**src/rtl/zircon_avalon_buzzer_sequencer_pkg.sv**
```systemverilog
// Shared definitions for the buzzer note sequencer: register map,
// CTRL/STATUS bit positions, FSM encoding and the note queue entry.
package zircon_buzzer_pkg;

    localparam logic [1:0] ADDR_DIVIDE = 2'd0;
    localparam logic [1:0] ADDR_DUTY   = 2'd1;
    localparam logic [1:0] ADDR_LEN    = 2'd2;
    localparam logic [1:0] ADDR_CTRL   = 2'd3;

    localparam int CTRL_RUN    = 0;
    localparam int CTRL_FLUSH  = 1;
    localparam int CTRL_CLEAR  = 2;
    localparam int CTRL_IRQ_EN = 3;

    localparam int STAT_RUN    = 0;
    localparam int STAT_BUSY   = 1;
    localparam int STAT_EMPTY  = 2;
    localparam int STAT_FULL   = 3;
    localparam int STAT_OVF    = 4;
    localparam int STAT_DONE   = 5;
    localparam int STAT_IRQ_EN = 6;
    localparam int STAT_LEVEL  = 8;

    localparam int NOTE_W = 80;

    typedef enum logic [2:0] {
        IDLE,
        LOAD,
        PLAY,
        GAP,
        FINISH
    } seq_state_t;

    typedef struct packed {
        logic [31:0] divide;
        logic [31:0] duty;
        logic [15:0] len;
    } note_t;

endpackage

```
**src/rtl/zircon_avalon_buzzer_sequencer_if.sv**
```systemverilog
// Avalon-MM slave port bundle of the buzzer note sequencer.
interface zircon_avalon_buzzer_sequencer_if;

    logic [1:0]  avs_address;
    logic        avs_write;
    logic [31:0] avs_writedata;
    logic        avs_read;
    logic [31:0] avs_readdata;

    modport master (
        output avs_address,
        output avs_write,
        output avs_writedata,
        output avs_read,
        input  avs_readdata
    );

    modport slave (
        input  avs_address,
        input  avs_write,
        input  avs_writedata,
        input  avs_read,
        output avs_readdata
    );

endinterface

```
**src/rtl/zircon_avalon_buzzer_sequencer_note_fifo.sv**
```systemverilog
// Synchronous note queue with flush; a push into a full queue is
// accepted only when a pop happens in the same cycle.
module zircon_buzzer_note_fifo
    import zircon_buzzer_pkg::*;
#(
    parameter int DEPTH = 8,
    parameter int WIDTH = NOTE_W
) (
    input  logic                       clk,
    input  logic                       rst_n,
    input  logic                       flush,
    input  logic                       push,
    input  logic                       pop,
    input  logic [WIDTH-1:0]           wdata,
    output logic [WIDTH-1:0]           rdata,
    output logic                       full,
    output logic                       empty,
    output logic                       overflow,
    output logic [$clog2(DEPTH):0]     level
);

    localparam int AW = $clog2(DEPTH);

    logic [WIDTH-1:0] mem [DEPTH];
    logic [AW-1:0]    wr_ptr;
    logic [AW-1:0]    rd_ptr;
    logic             do_push;
    logic             do_pop;

    assign empty    = level == '0;
    assign full     = level == (AW+1)'(DEPTH);
    assign do_pop   = pop && !empty;
    assign do_push  = push && (!full || do_pop);
    assign overflow = push && !do_push;
    assign rdata    = mem[rd_ptr];

    always_ff @(posedge clk or negedge rst_n) begin
        if (!rst_n) begin
            wr_ptr <= '0;
            rd_ptr <= '0;
            level  <= '0;
        end else if (flush) begin
            wr_ptr <= '0;
            rd_ptr <= '0;
            level  <= '0;
        end else begin
            if (do_push)
                wr_ptr <= wr_ptr + 1'b1;
            if (do_pop)
                rd_ptr <= rd_ptr + 1'b1;
            level <= level + (AW+1)'(do_push) - (AW+1)'(do_pop);
        end
    end

    always_ff @(posedge clk) begin
        if (do_push && !flush)
            mem[wr_ptr] <= wdata;
    end

endmodule

```
**src/rtl/zircon_avalon_buzzer_sequencer.sv**
```systemverilog
// Avalon-MM buzzer note sequencer feeding the PWM core.
// Optional ZIRCON_BUZZER_SEQ_IRQ_EN adds a DONE interrupt (CTRL bit3).
module zircon_avalon_buzzer_sequencer
    import zircon_buzzer_pkg::*;
#(
    parameter int FIFO_DEPTH = 8,
    parameter int TICK_DIV   = 50000,
    parameter int GAP_TICKS  = 10
) (
    input  logic                            csi_clk,
    input  logic                            rsi_reset_n,
    zircon_avalon_buzzer_sequencer_if.slave avs,
    output logic                            pwm_enable,
    output logic [31:0]                     pwm_clock_divide,
    output logic [31:0]                     pwm_duty_cycle,
    output logic                            ins_irq
);

    localparam int LW = $clog2(FIFO_DEPTH) + 1;

    seq_state_t    state;
    seq_state_t    next_state;
    note_t         head;
    note_t         push_note;
    logic [31:0]   stage_divide;
    logic [31:0]   stage_duty;
    logic [31:0]   cur_divide;
    logic [31:0]   cur_duty;
    logic [31:0]   tick_cnt;
    logic [31:0]   status;
    logic [15:0]   remaining;
    logic [LW-1:0] level;
    logic          run;
    logic          ovf;
    logic          done;
    logic          flush_q;
    logic          irq_en;
    logic          push;
    logic          pop;
    logic          full;
    logic          empty;
    logic          overflow;
    logic          wr_divide;
    logic          wr_duty;
    logic          wr_ctrl;
    logic          clr;
    logic          timing_on;
    logic          tick;
    logic          last;
    logic          gap_done;
    logic          load_note;
    logic          play;
    logic          finish;
    logic          busy;

    assign wr_divide = avs.avs_write && avs.avs_address == ADDR_DIVIDE;
    assign wr_duty   = avs.avs_write && avs.avs_address == ADDR_DUTY;
    assign push      = avs.avs_write && avs.avs_address == ADDR_LEN;
    assign wr_ctrl   = avs.avs_write && avs.avs_address == ADDR_CTRL;
    assign clr       = wr_ctrl && avs.avs_writedata[CTRL_CLEAR];
    assign push_note = {stage_divide, stage_duty, avs.avs_writedata[15:0]};

    zircon_buzzer_note_fifo #(
        .DEPTH (FIFO_DEPTH),
        .WIDTH (NOTE_W)
    ) u_fifo (
        .clk      (csi_clk),
        .rst_n    (rsi_reset_n),
        .flush    (flush_q),
        .push     (push),
        .pop      (pop),
        .wdata    (push_note),
        .rdata    (head),
        .full     (full),
        .empty    (empty),
        .overflow (overflow),
        .level    (level)
    );

    assign timing_on = state == PLAY || state == GAP;
    assign tick      = timing_on && tick_cnt == 32'(TICK_DIV - 1);
    assign last      = tick && remaining == 16'd1;
    assign gap_done  = (GAP_TICKS == 0) || last;

    always_ff @(posedge csi_clk or negedge rsi_reset_n) begin
        if (!rsi_reset_n)
            state <= IDLE;
        else
            state <= next_state;
    end

    always_comb begin
        next_state = state;
        unique case (state)
            IDLE:
                if (run && !empty)
                    next_state = LOAD;
            LOAD:
                if (empty)
                    next_state = FINISH;
                else if (head.len != 16'd0)
                    next_state = PLAY;
                else if (level > LW'(1))
                    next_state = LOAD;
                else
                    next_state = FINISH;
            PLAY:
                if (!run)
                    next_state = IDLE;
                else if (last)
                    next_state = GAP;
            GAP:
                if (!run)
                    next_state = IDLE;
                else if (gap_done)
                    next_state = empty ? FINISH : LOAD;
            FINISH:
                next_state = IDLE;
            default:
                next_state = IDLE;
        endcase
    end

    always_comb begin
        pop       = 1'b0;
        load_note = 1'b0;
        play      = 1'b0;
        finish    = 1'b0;
        busy      = 1'b1;
        unique case (state)
            IDLE:   busy = 1'b0;
            LOAD: begin
                pop       = 1'b1;
                load_note = !empty;
            end
            PLAY:   play   = 1'b1;
            FINISH: finish = 1'b1;
            default: ;
        endcase
    end

    // Counter restarts on every entry so each note/gap gets whole ticks.
    always_ff @(posedge csi_clk or negedge rsi_reset_n) begin
        if (!rsi_reset_n)
            tick_cnt <= '0;
        else if (next_state != state &&
                 (next_state == PLAY || next_state == GAP))
            tick_cnt <= '0;
        else if (timing_on)
            tick_cnt <= tick ? '0 : tick_cnt + 32'd1;
    end

    always_ff @(posedge csi_clk or negedge rsi_reset_n) begin
        if (!rsi_reset_n) begin
            remaining  <= '0;
            cur_divide <= '0;
            cur_duty   <= '0;
        end else if (load_note) begin
            remaining  <= head.len;
            cur_divide <= head.divide;
            cur_duty   <= head.duty;
        end else if (play && last) begin
            remaining  <= 16'(GAP_TICKS);
        end else if (tick && remaining != 16'd0) begin
            remaining  <= remaining - 16'd1;
        end
    end

    always_ff @(posedge csi_clk or negedge rsi_reset_n) begin
        if (!rsi_reset_n) begin
            pwm_enable       <= 1'b0;
            pwm_clock_divide <= '0;
            pwm_duty_cycle   <= '0;
        end else begin
            pwm_enable <= play && run;
            if (play) begin
                pwm_clock_divide <= cur_divide;
                pwm_duty_cycle   <= cur_duty;
            end
        end
    end

    always_ff @(posedge csi_clk or negedge rsi_reset_n) begin
        if (!rsi_reset_n) begin
            stage_divide <= '0;
            stage_duty   <= '0;
            run          <= 1'b0;
            flush_q      <= 1'b0;
            ovf          <= 1'b0;
            done         <= 1'b0;
        end else begin
            unique case (1'b1)
                wr_divide: stage_divide <= avs.avs_writedata;
                wr_duty:   stage_duty   <= avs.avs_writedata;
                wr_ctrl:   run          <= avs.avs_writedata[CTRL_RUN];
                default: ;
            endcase
            flush_q <= wr_ctrl && avs.avs_writedata[CTRL_FLUSH];
            if (overflow)
                ovf <= 1'b1;
            else if (clr)
                ovf <= 1'b0;
            if (finish)
                done <= 1'b1;
            else if (clr)
                done <= 1'b0;
        end
    end

`ifdef ZIRCON_BUZZER_SEQ_IRQ_EN
    always_ff @(posedge csi_clk or negedge rsi_reset_n) begin
        if (!rsi_reset_n) begin
            irq_en  <= 1'b0;
            ins_irq <= 1'b0;
        end else begin
            if (wr_ctrl)
                irq_en <= avs.avs_writedata[CTRL_IRQ_EN];
            ins_irq <= done && irq_en;
        end
    end
`else
    assign irq_en  = 1'b0;
    assign ins_irq = 1'b0;
`endif

    always_comb begin
        status                   = '0;
        status[STAT_RUN]         = run;
        status[STAT_BUSY]        = busy;
        status[STAT_EMPTY]       = empty;
        status[STAT_FULL]        = full;
        status[STAT_OVF]         = ovf;
        status[STAT_DONE]        = done;
        status[STAT_IRQ_EN]      = irq_en;
        status[STAT_LEVEL +: LW] = level;
    end

    always_ff @(posedge csi_clk or negedge rsi_reset_n) begin
        if (!rsi_reset_n) begin
            avs.avs_readdata <= '0;
        end else if (avs.avs_read) begin
            unique case (avs.avs_address)
                ADDR_DIVIDE: avs.avs_readdata <= stage_divide;
                ADDR_DUTY:   avs.avs_readdata <= stage_duty;
                ADDR_LEN:    avs.avs_readdata <= '0;
                default:     avs.avs_readdata <= status;
            endcase
        end
    end

endmodule

```
**src/flat_wrapper.sv**
```systemverilog
// flat-port wrapper written by rule: the top's interface ports become plain ports
module zircon_avalon_buzzer_sequencer_flat import zircon_buzzer_pkg::*;
#(
    parameter int FIFO_DEPTH = 8,
    parameter int TICK_DIV   = 50000,
    parameter int GAP_TICKS  = 10
)
  (csi_clk, rsi_reset_n, pwm_enable, pwm_clock_divide, pwm_duty_cycle, ins_irq, avs_avs_address, avs_avs_write, avs_avs_writedata, avs_avs_read, avs_avs_readdata);
  zircon_avalon_buzzer_sequencer_if avs_i ();
  input  logic csi_clk;
  input  logic rsi_reset_n;
  output logic pwm_enable;
  output logic [31:0] pwm_clock_divide;
  output logic [31:0] pwm_duty_cycle;
  output logic ins_irq;
  input wire logic [$bits(avs_i.avs_address)-1:0] avs_avs_address;
  input wire logic [$bits(avs_i.avs_write)-1:0] avs_avs_write;
  input wire logic [$bits(avs_i.avs_writedata)-1:0] avs_avs_writedata;
  input wire logic [$bits(avs_i.avs_read)-1:0] avs_avs_read;
  output wire logic [$bits(avs_i.avs_readdata)-1:0] avs_avs_readdata;
  assign avs_i.avs_address = avs_avs_address;
  assign avs_i.avs_write = avs_avs_write;
  assign avs_i.avs_writedata = avs_avs_writedata;
  assign avs_i.avs_read = avs_avs_read;
  assign avs_avs_readdata = avs_i.avs_readdata;
  zircon_avalon_buzzer_sequencer #(.FIFO_DEPTH(FIFO_DEPTH), .TICK_DIV(TICK_DIV), .GAP_TICKS(GAP_TICKS)) u_core (.csi_clk(csi_clk), .rsi_reset_n(rsi_reset_n), .avs(avs_i), .pwm_enable(pwm_enable), .pwm_clock_divide(pwm_clock_divide), .pwm_duty_cycle(pwm_duty_cycle), .ins_irq(ins_irq));
endmodule
```
**config.mk**
```make
export PLATFORM = sky130hd
export DESIGN_NAME = zircon_avalon_buzzer_sequencer_flat
export DESIGN_NICKNAME = d
export VERILOG_FILES = /design/src/rtl/zircon_avalon_buzzer_sequencer_pkg.sv /design/src/rtl/zircon_avalon_buzzer_sequencer_if.sv /design/src/rtl/zircon_avalon_buzzer_sequencer_note_fifo.sv /design/src/rtl/zircon_avalon_buzzer_sequencer.sv /design/src/flat_wrapper.sv
export SDC_FILE = /design/constraint.sdc
export NUM_CORES = 1
export LEC_CHECK = 0
export CORE_ASPECT_RATIO = 0.6
export CORE_MARGIN = 8
export CORE_UTILIZATION = 55
export DETAILED_ROUTE_END_ITERATION = 8
export HOLD_SLACK_MARGIN = 0.02
export PLACE_DENSITY = 0.74
export SLEW_MARGIN = 25
export SYNTH_ARGS = -nofsm -noshare
export SYNTH_HDL_FRONTEND = slang
export SYNTH_HIERARCHICAL = 1
export SYNTH_SLANG_ARGS = --single-unit
```
**constraint.sdc**
```tcl
create_clock -name csi_clk -period 15.4 [get_ports csi_clk]
set_input_delay 3.85 -clock csi_clk [delete_from_list [all_inputs] [get_ports csi_clk]]
set_output_delay 3.85 -clock csi_clk [all_outputs]
set_load 0.01 [all_outputs]
```
======== Yosys cells after proc, flatten, opt, wreduce, memory -nomap -nowiden ========
Memories as Yosys holds them, arrays and structs flattened.
Index checks and enable logic that the tools add are counted.
operators by class
  add/subtract/negate cells ............... 6
  $lt $le $gt $ge ......................... 1
  equality and inequality tests ........... 13
  multiplexer cells ....................... 32
  reductions and logical operators ........ 35
operators by type and width
  operator               number
  $mux 32                3
  $pmux 32 s3            1
  $mux 16                3
  $mux 3                 13
  $add 32x1->32 const B  1
  $eq 32x16->1 const B   1
  $reduce_bool 16->1     2
  $logic_and 1x1->1      17
  $eq 16x1->1 const B    1
  $sub 16x1->16 const B  1
  $eq 3x2->1 const B     4
  $pmux 3 s4             1
  $mux 1                 10
  $reduce_bool 2->1      5
  $add 3x1->3 const B    2
  $add 4x1->4            1
  $eq 2x2->1 const B     2
  $eq 4x4->1 const B     1
  $gt 4x1->1 const B     1
  $logic_not 1->1        4
  $logic_not 4->1        1
  $mux 4                 1
  $sub 4x1->4            1
  $eq 3x1->1 const B     1
  other kinds (7)        9
storage, ports and cells
  register bits ........................... 290
  memory bits (writable) .................. 640
  bits of input ports ..................... 38
  output and inout bits ................... 98
  logic and storage cells ................. 106
  memories ................................ 1
memory list
  memory             words  width  rd ports  clocked after Yosys merged registers in  write ports  line                                            source
  u_core.u_fifo.mem  8      80     1         0                                        1            zircon_avalon_buzzer_sequencer_note_fifo.sv:24  logic [WIDTH-1:0] mem [DEPTH];

======== Logic depth before layout (Yosys ltp) ========
  word-level depth ........................ 11
  depth in mapped cells ................... 11
  depth with buffers taken out ............ 9

======== By module ========
The synthesis kept the hierarchy.
by module, submodules not included
  module                          times used  cells an instance  area each (um^2)  sequential area each (um^2)
  zircon_buzzer_note_fifo         1           1,011              24,752.5          19,468.7
  zircon_avalon_buzzer_sequencer  1           1,069              11,907.7          7,006.7

======== Worst setup path after synthesis ========
Ideal clock, no wire load.
  path kind ............................... input -> register
  start point ............................. in avs_avs_address[0]
  end point ............................... mem u_core/u_fifo/mem[4][0] (netlist bit) (enable)
  setup time .............................. 633 ps
  arrival ................................. 11,191 ps
  data required time ...................... 14,767 ps
  slack ................................... 3,576 ps
  stages on the path ...................... 7
  buffers on the path ..................... 3
  path through ............................ clkbuf_1 -> buf_1 -> buf_2 -> and3b_1 -> nand2b_1 -> a211o_1 -> nor3b_1
on the way
  cells in the longest elaborated chain, start to end .. 6
ends and longest elaborated chain
  what                          line                                            source
  start, declared               flat_wrapper.sv:16                              input wire logic [$bits(avs_i.avs_address)-1:0] avs_avs_address;
  $eq 2x2->1                    zircon_avalon_buzzer_sequencer.sv:58            assign push = avs.avs_write && avs.avs_address == ADDR_LEN;
  $logic_and 1x1->1             zircon_avalon_buzzer_sequencer.sv:58
  via u_core.push               zircon_avalon_buzzer_sequencer.sv:38            logic push;
  $logic_and 1x1->1             zircon_avalon_buzzer_sequencer_note_fifo.sv:33  assign do_push = push && (!full || do_pop);
  $logic_and 1x1->1             zircon_avalon_buzzer_sequencer_note_fifo.sv:56  if (do_push && !flush)
  $mux 1                        zircon_avalon_buzzer_sequencer_note_fifo.sv:56
  $mux 1 (not written as such)  zircon_avalon_buzzer_sequencer_note_fifo.sv:57  mem[wr_ptr] <= wdata;
  end, declared                 zircon_avalon_buzzer_sequencer_note_fifo.sv:24
The timed path passes the listed nets, and every way through them passes these cells.

======== Worst setup path in the final report ========
  start point ............................. in avs_avs_address[1]
  end point ............................... mem u_core/u_fifo/mem[2][61] (netlist bit) (enable)
Same word-level chain as after synthesis.

==> out/results.ini <==
[outcome]
run_status = completed

[global_route]
grt_max_degree = 115
antenna_found_initial = 2
overflow = 0
grt_first_pass_wirelength_um = 122300
grt_use_total_pct = 21.18
grt_pass1_vias = 19850

[place]
place_area_um2 = 38990
place_congestion = 0.8321
dp_hpwl_um = 45710
port_buffers = 134
post-place-cells = 3043

[floorplan]
die_h_um = 216.0
row_count = 73
core_um2 = 66040
dieArea_um2 = 75440
start_util_pct = 55.51
pin_count = 136
die_w_um = 349.3

[cts]
cts_tree = done
hold_buffers = 0
cts-root-buf = clkbuf_16
numCtsBuffers = 83
ctsResizeCount = 0
htree_levels = 3
cts.sinks = 930
cts_setup_buffers = 0
clockBufferDepth = 3
clkTransAtPathRegs_ps = 60
clk_latency_ps = 640

[pwr]
power.density_nw_per_um2 = 172.9
seq_power_share_pct = 46.4
p_leak_uw = 0.01494
power_uw = 7219
internal_power_uw = 5123
ir_worst_vdd_mv = 0.09748
clkPwrFrac_pct = 28.3
p_comb_share_pct = 25.3
p_sw_uw = 2096
swShare_pct = 29.03

[min_path]
hold_start = u_core/cur_divide[19]$_DFFE_PN0P_
hold_class = reg2reg
hold_depth = 2

[synth]
netlist_area_um2 = 36660
synth_area_leaders = edfxtp_1, dfrtp_1, mux4_2
yosysUniqueCellTypes = 66
synth_cells = 2080
synth_nets = 2130
synth_edf_count = 640
ys_ff_latch = 930
synth_area_leader_cell = edfxtp_1
yosysWarnings = 6
async_reset_ff_share_pct = 31.18
yosys.area.top_type_share_pct = 52.42
syn_avg_cell_area_um2 = 17.63
synth_ff_type = edfxtp_1
ys_seq_area_share_pct = 72.22

[sta]
setup-tns-final_ps = 0
clock.fmax_ghz = 0.1451
period_minus_slack_ps = 6891
worst_pin_slew_ps = 1011
setup-violations-final = 0
grt_setup_unrepaired = no
finalMaxSlewViolations = 0
hold_violations = 0
fin_crit_sh_pct = 44.74
maxSlewHeadroom_pct = 32.60
skew_ps = 23.90

[drt]
dr.pass1.iters = 5
drtIter0Drc = 1741
drc = 0
vias = 19120
wirelength_um = 79080
ant_nets = 0
routedWlPerCell_um = 24.71
via_per_inst = 5.974

[cells_and_area]
design_area_um2 = 41750
layout-area-overhead-vs-synth_pct = 13.89
fin_nets = 2281
layout-drive-gt1-share_pct = 24.40
layoutNonFillerInstCount = 3200

[critical_path]
crit_fanout = 48
critPathCaptureType = flip-flop
reg2reg_depth = 8
timing.rr.start = u_core/u_fifo/rd_ptr[1]$_DFFE_PN0P_
critical_path_class = in2reg
startpoint_type = input pin
worstPathArrival_ps = 7140
cp-startpoint = avs_avs_address[1]
required_ps = 15650

[flow_run]
drv_cap = 0

## final timing paths
| kind | endpoint | slack (ps) |
|---|---|---|
| hold / removal | u_core/cur_divide[19]$_DFFE_PN0P_ | 470 |
| hold reg to reg | u_core/cur_divide[19]$_DFFE_PN0P_ | 470 |
| min in group asynchronous | u_core/cur_duty[6]$_DFFE_PN0P_ | 3270 |
| setup reg to reg | u_core/tick_cnt[15]$_DFFE_PN0P_ | 11040 |
| setup / recovery | u_core/u_fifo/mem[2][61]$_DFFE_PP_ | 8510 |
| max in group asynchronous | u_core/u_fifo/rd_ptr[2]$_DFFE_PN0P_ | 9950 |
## critical path, cell delays in order
cell and delay, ps:
clkdlybuf4s50_1 760, and3b_1 410, nand2b_1 140, a211o_1 400, nor2_4 590, buf_16 240, buf_4 670
## cell usage after synthesis (3+ instances only)
master	number
edfxtp_1	640
dfrtp_1	290
nand2_1	236
mux2_2	209
mux4_2	160
nor2_1	80
clkbuf_1	60
a21oi_1	45
mux2i_1	36
inv_1	35
buf_2	29
nand3_1	25
o22ai_1	23
nand4_1	17
xnor2_1	17
xor2_1	14
nand2b_1	13
ha_1	11
nor3_1	11
nor4_1	11
o21ai_0	11
buf_6	10
and3_1	8
and4_1	8
nor3b_1	8
nor2b_1	7
nand4b_1	5
a21o_1	3
a31oi_1	3
and2_1	3
buf_1	3
nor4_2	3
o21ai_1	3
o311ai_0	3
## sequential cells by signal, summed over array words and instances, names as in the netlist, 3 cells and up
signal                   cells
u_core/cur_duty             32
u_core/stage_duty           32
u_core/stage_divide         32
u_core/state                 3
u_core/pwm_duty_cycle       32
u_core/avs.avs_readdata     32
u_core/cur_divide           32
u_core/u_fifo/level          4
u_core/u_fifo/mem          640
u_core/u_fifo/rd_ptr         3
u_core/tick_cnt             32
u_core/pwm_clock_divide     32
u_core/u_fifo/wr_ptr         3
u_core/remaining            16
## cell type report
cell class / count / area [um2]
Tap cell: 900 / 1126
Sequential cell: 930 / 26490
Multi-Input combinational cell: 1011 / 9615
Antenna cell: 1 / 2.502
Inverter: 35 / 131.4
Clock buffer: 113 / 2317
Clock inverter: 40 / 362.8
Timing Repair Buffer: 170 / 1712
Fill cell: 4571 / 24280
## per-layer routing
metal	global-route usage, %	routed length [um]
met2	33.46	37210
met4	4.996	1449
met5	0	13
met1	30.53	34340
met3	4.421	6068
## per-stage QoR
stage               hold slack [ps]  util (%)  setup WS (ps)
floorplan                     440.1         -           3576
global placement              454.9     58.96           7681
detailed placement            458.5     59.04           7870
CTS                           476.6     63.10           8531
global route                  498.3     63.23           8390
finish                        472.7     63.23           8509
## cell families after synthesis
| family | synth area share (%) |
|---|---|
| other cells | 0.01023 |
| xor+xnor | 0.7406 |
| fa+ha+maj | 0.4300 |
| simple gates | 5.768 |
| buf+inv | 1.747 |
| mux | 17.26 |
| compound gates | 1.823 |
| flops | 72.22 |
## power groups by stage
stage	Combinational, uW	Clock (uW)	Sequential (uW)
floorplan	1270	0	3290
global placement	1760	0	3390
detailed placement	1790	0	3420
CTS	1810	2080	3370
global route	1980	2180	3390
finish	1830	2050	3350
## cells in the final DEF (no fill, tap or decap), types with 8 or more instances in the layout
cell,instances
xnor2_1,17
xor2_1,14
edfxtp_1,640
and3_1,8
nor4_1,10
clkinv_1,10
clkbuf_1,20
buf_4,28
nand3_1,25
inv_1,35
and4_1,8
nor3_1,9
clkinv_2,15
dfrtp_1,287
clkdlybuf4s50_1,131
nand2_1,235
o22ai_1,23
ha_1,11
nand4_1,17
o21ai_0,11
mux4_2,160
nor2_1,76
mux2i_1,36
nand2b_1,13
clkbuf_16,86
a21oi_1,45
mux2_2,209
Power figures use the tool's default switching activity.
==> variant, RTL diff (same flow settings) <==
Encoding of `seq_state_t`: now one-hot (5 bits for 5 states).
--- a/src/rtl/zircon_avalon_buzzer_sequencer_pkg.sv
+++ b/src/rtl/zircon_avalon_buzzer_sequencer_pkg.sv
@@ -23,12 +23,12 @@
 
     localparam int NOTE_W = 80;
 
-    typedef enum logic [2:0] {
-        IDLE,
-        LOAD,
-        PLAY,
-        GAP,
-        FINISH
+    typedef enum logic [4:0] {
+        IDLE   = 5'b00001,
+        LOAD   = 5'b00010,
+        PLAY   = 5'b00100,
+        GAP    = 5'b01000,
+        FINISH = 5'b10000
     } seq_state_t;
 
     typedef struct packed {
Check against the original RTL: same outputs for any inputs over 4 cycles, from zero or initial values and one cycle with rsi_reset_n low; so few cycles prove little.
==> variant against the original RTL <==
  * Setup slack worse by 0.18 ns
  * Cell count up 5.3%
  * Sequential cell count up 2
  * Routed wire length up 5.5%
  * Via count up 6.6%
  * Design area up 0.64%
  * Global-route usage up 0.64 points
  * Register-to-register slack worse by 1.6 ns
  * Area after synthesis up 1.0%
  * First-iteration DRC count up 26%
  * Worst hold slack worse by 0.022 ns
  * Total power down 7.9%
  * Critical path type unchanged
==> variant: results (changes against the original RTL) <==
| Metric | Value |
|---|---|
| Outcome | finished, final reports clean |
| Leakage | 15.2 nW (+1.6%) |
| Complex-gate fraction of the synthesized area | 0.0263 (+0.00806) |
| Post-synthesis cell type count | 69 (+4.5%) |
| Via count | 20387 (+6.6%) |
| GRT met3 Usage | 0.0495 (+0.00533) |
| Met2 Usage GRT | 0.334 (-0.000397) |
| Vias in the first global route | 20505 (+3.3%) |
| Post-synthesis xor/xnor area fraction | 0.00686 (-0.000548) |
| Nets | 2452 (+7.5%) |
| First-pass GRT wire length | 127000 microns (+3.8%) |
| Least-Margin Pin Slew | 1.04 ns (+0.0243 ns) |
| Placed Instances | 3218 (+5.8%) |
| Worst r2r path cells | 12 (+4) |
| Worst-path fanout max | 52 (+8.3%) |
| Flop2flop setup slack | 9.47 ns (-1.57 ns) |
| Syn_area_per_cell | 16.4 sq um (-7.0%) |
| Worst Path Arrival | 7.31 ns (+0.17 ns) |
| Share of cells above drive strength 1 | 0.204 (-0.0402) |
| Met3 routed WL | 7230 microns (+19%) |
| Mux cell area share after synthesis | 0.152 (-0.0209) |
| Worst slack, placed | 7.70 ns (-0.166 ns) |
| M1 WL | 36300 microns (+5.6%) |
| HP Start | u_core/cur_divide[3]$_DFFE_PN0P_ |
| Worst hold slack | 0.450 ns (-0.0223 ns) |
| Synth top area cells | edfxtp_1, dfrtp_1, mux4_2 |
| Maximum VDD drop | 0.000103 V (+6.1%) |
| FILL cells | 4642 (+1.6%) |
| List of most frequent post-synthesis cells | edfxtp_1, nand2_1, dfrtp_1 |
| Routed wire length per instance | 24.8 microns (+0.15%) |
| Placed Instance Area | 0.0393 sq mm (+0.90%) |
| Gr usage total | 0.218 (+0.00642) |
variant: cell count changes in the layout (fill, tap and decap cells not counted), moves of 6 or more:
cell       delta
a2bb2oi_1     +9
nor2_1       -26
nor4_1        +6
nor3_1        +9
a211oi_1      +7
mux2_2       -64
buf_4        +11
nand2_1     +194
a21oi_1      +23
variant: cell type report:
cell class | count | area [sq um] | area share
flip-flops and latches | 932 | 26500 | 0.632
multi-input cells | 1174 | 9910 | 0.236
diodes | 3 | 7.51 | 0.000179
well taps | 900 | 1130 | 0.0268
inverters | 40 | 150 | 0.00357
repair buffers | 172 | 1620 | 0.0386
clock inverters | 36 | 342 | 0.00813
clock buffers | 114 | 2330 | 0.0554
variant: power breakdown:
| group | total [W] | internal, W | switching (W) |
|---|---|---|---|
| Clock | 0.00204 | 0.00115 | 0.000897 |
| Combinational | 0.00131 | 0.000639 | 0.000673 |
| Sequential | 0.00329 | 0.00301 | 0.000280 |
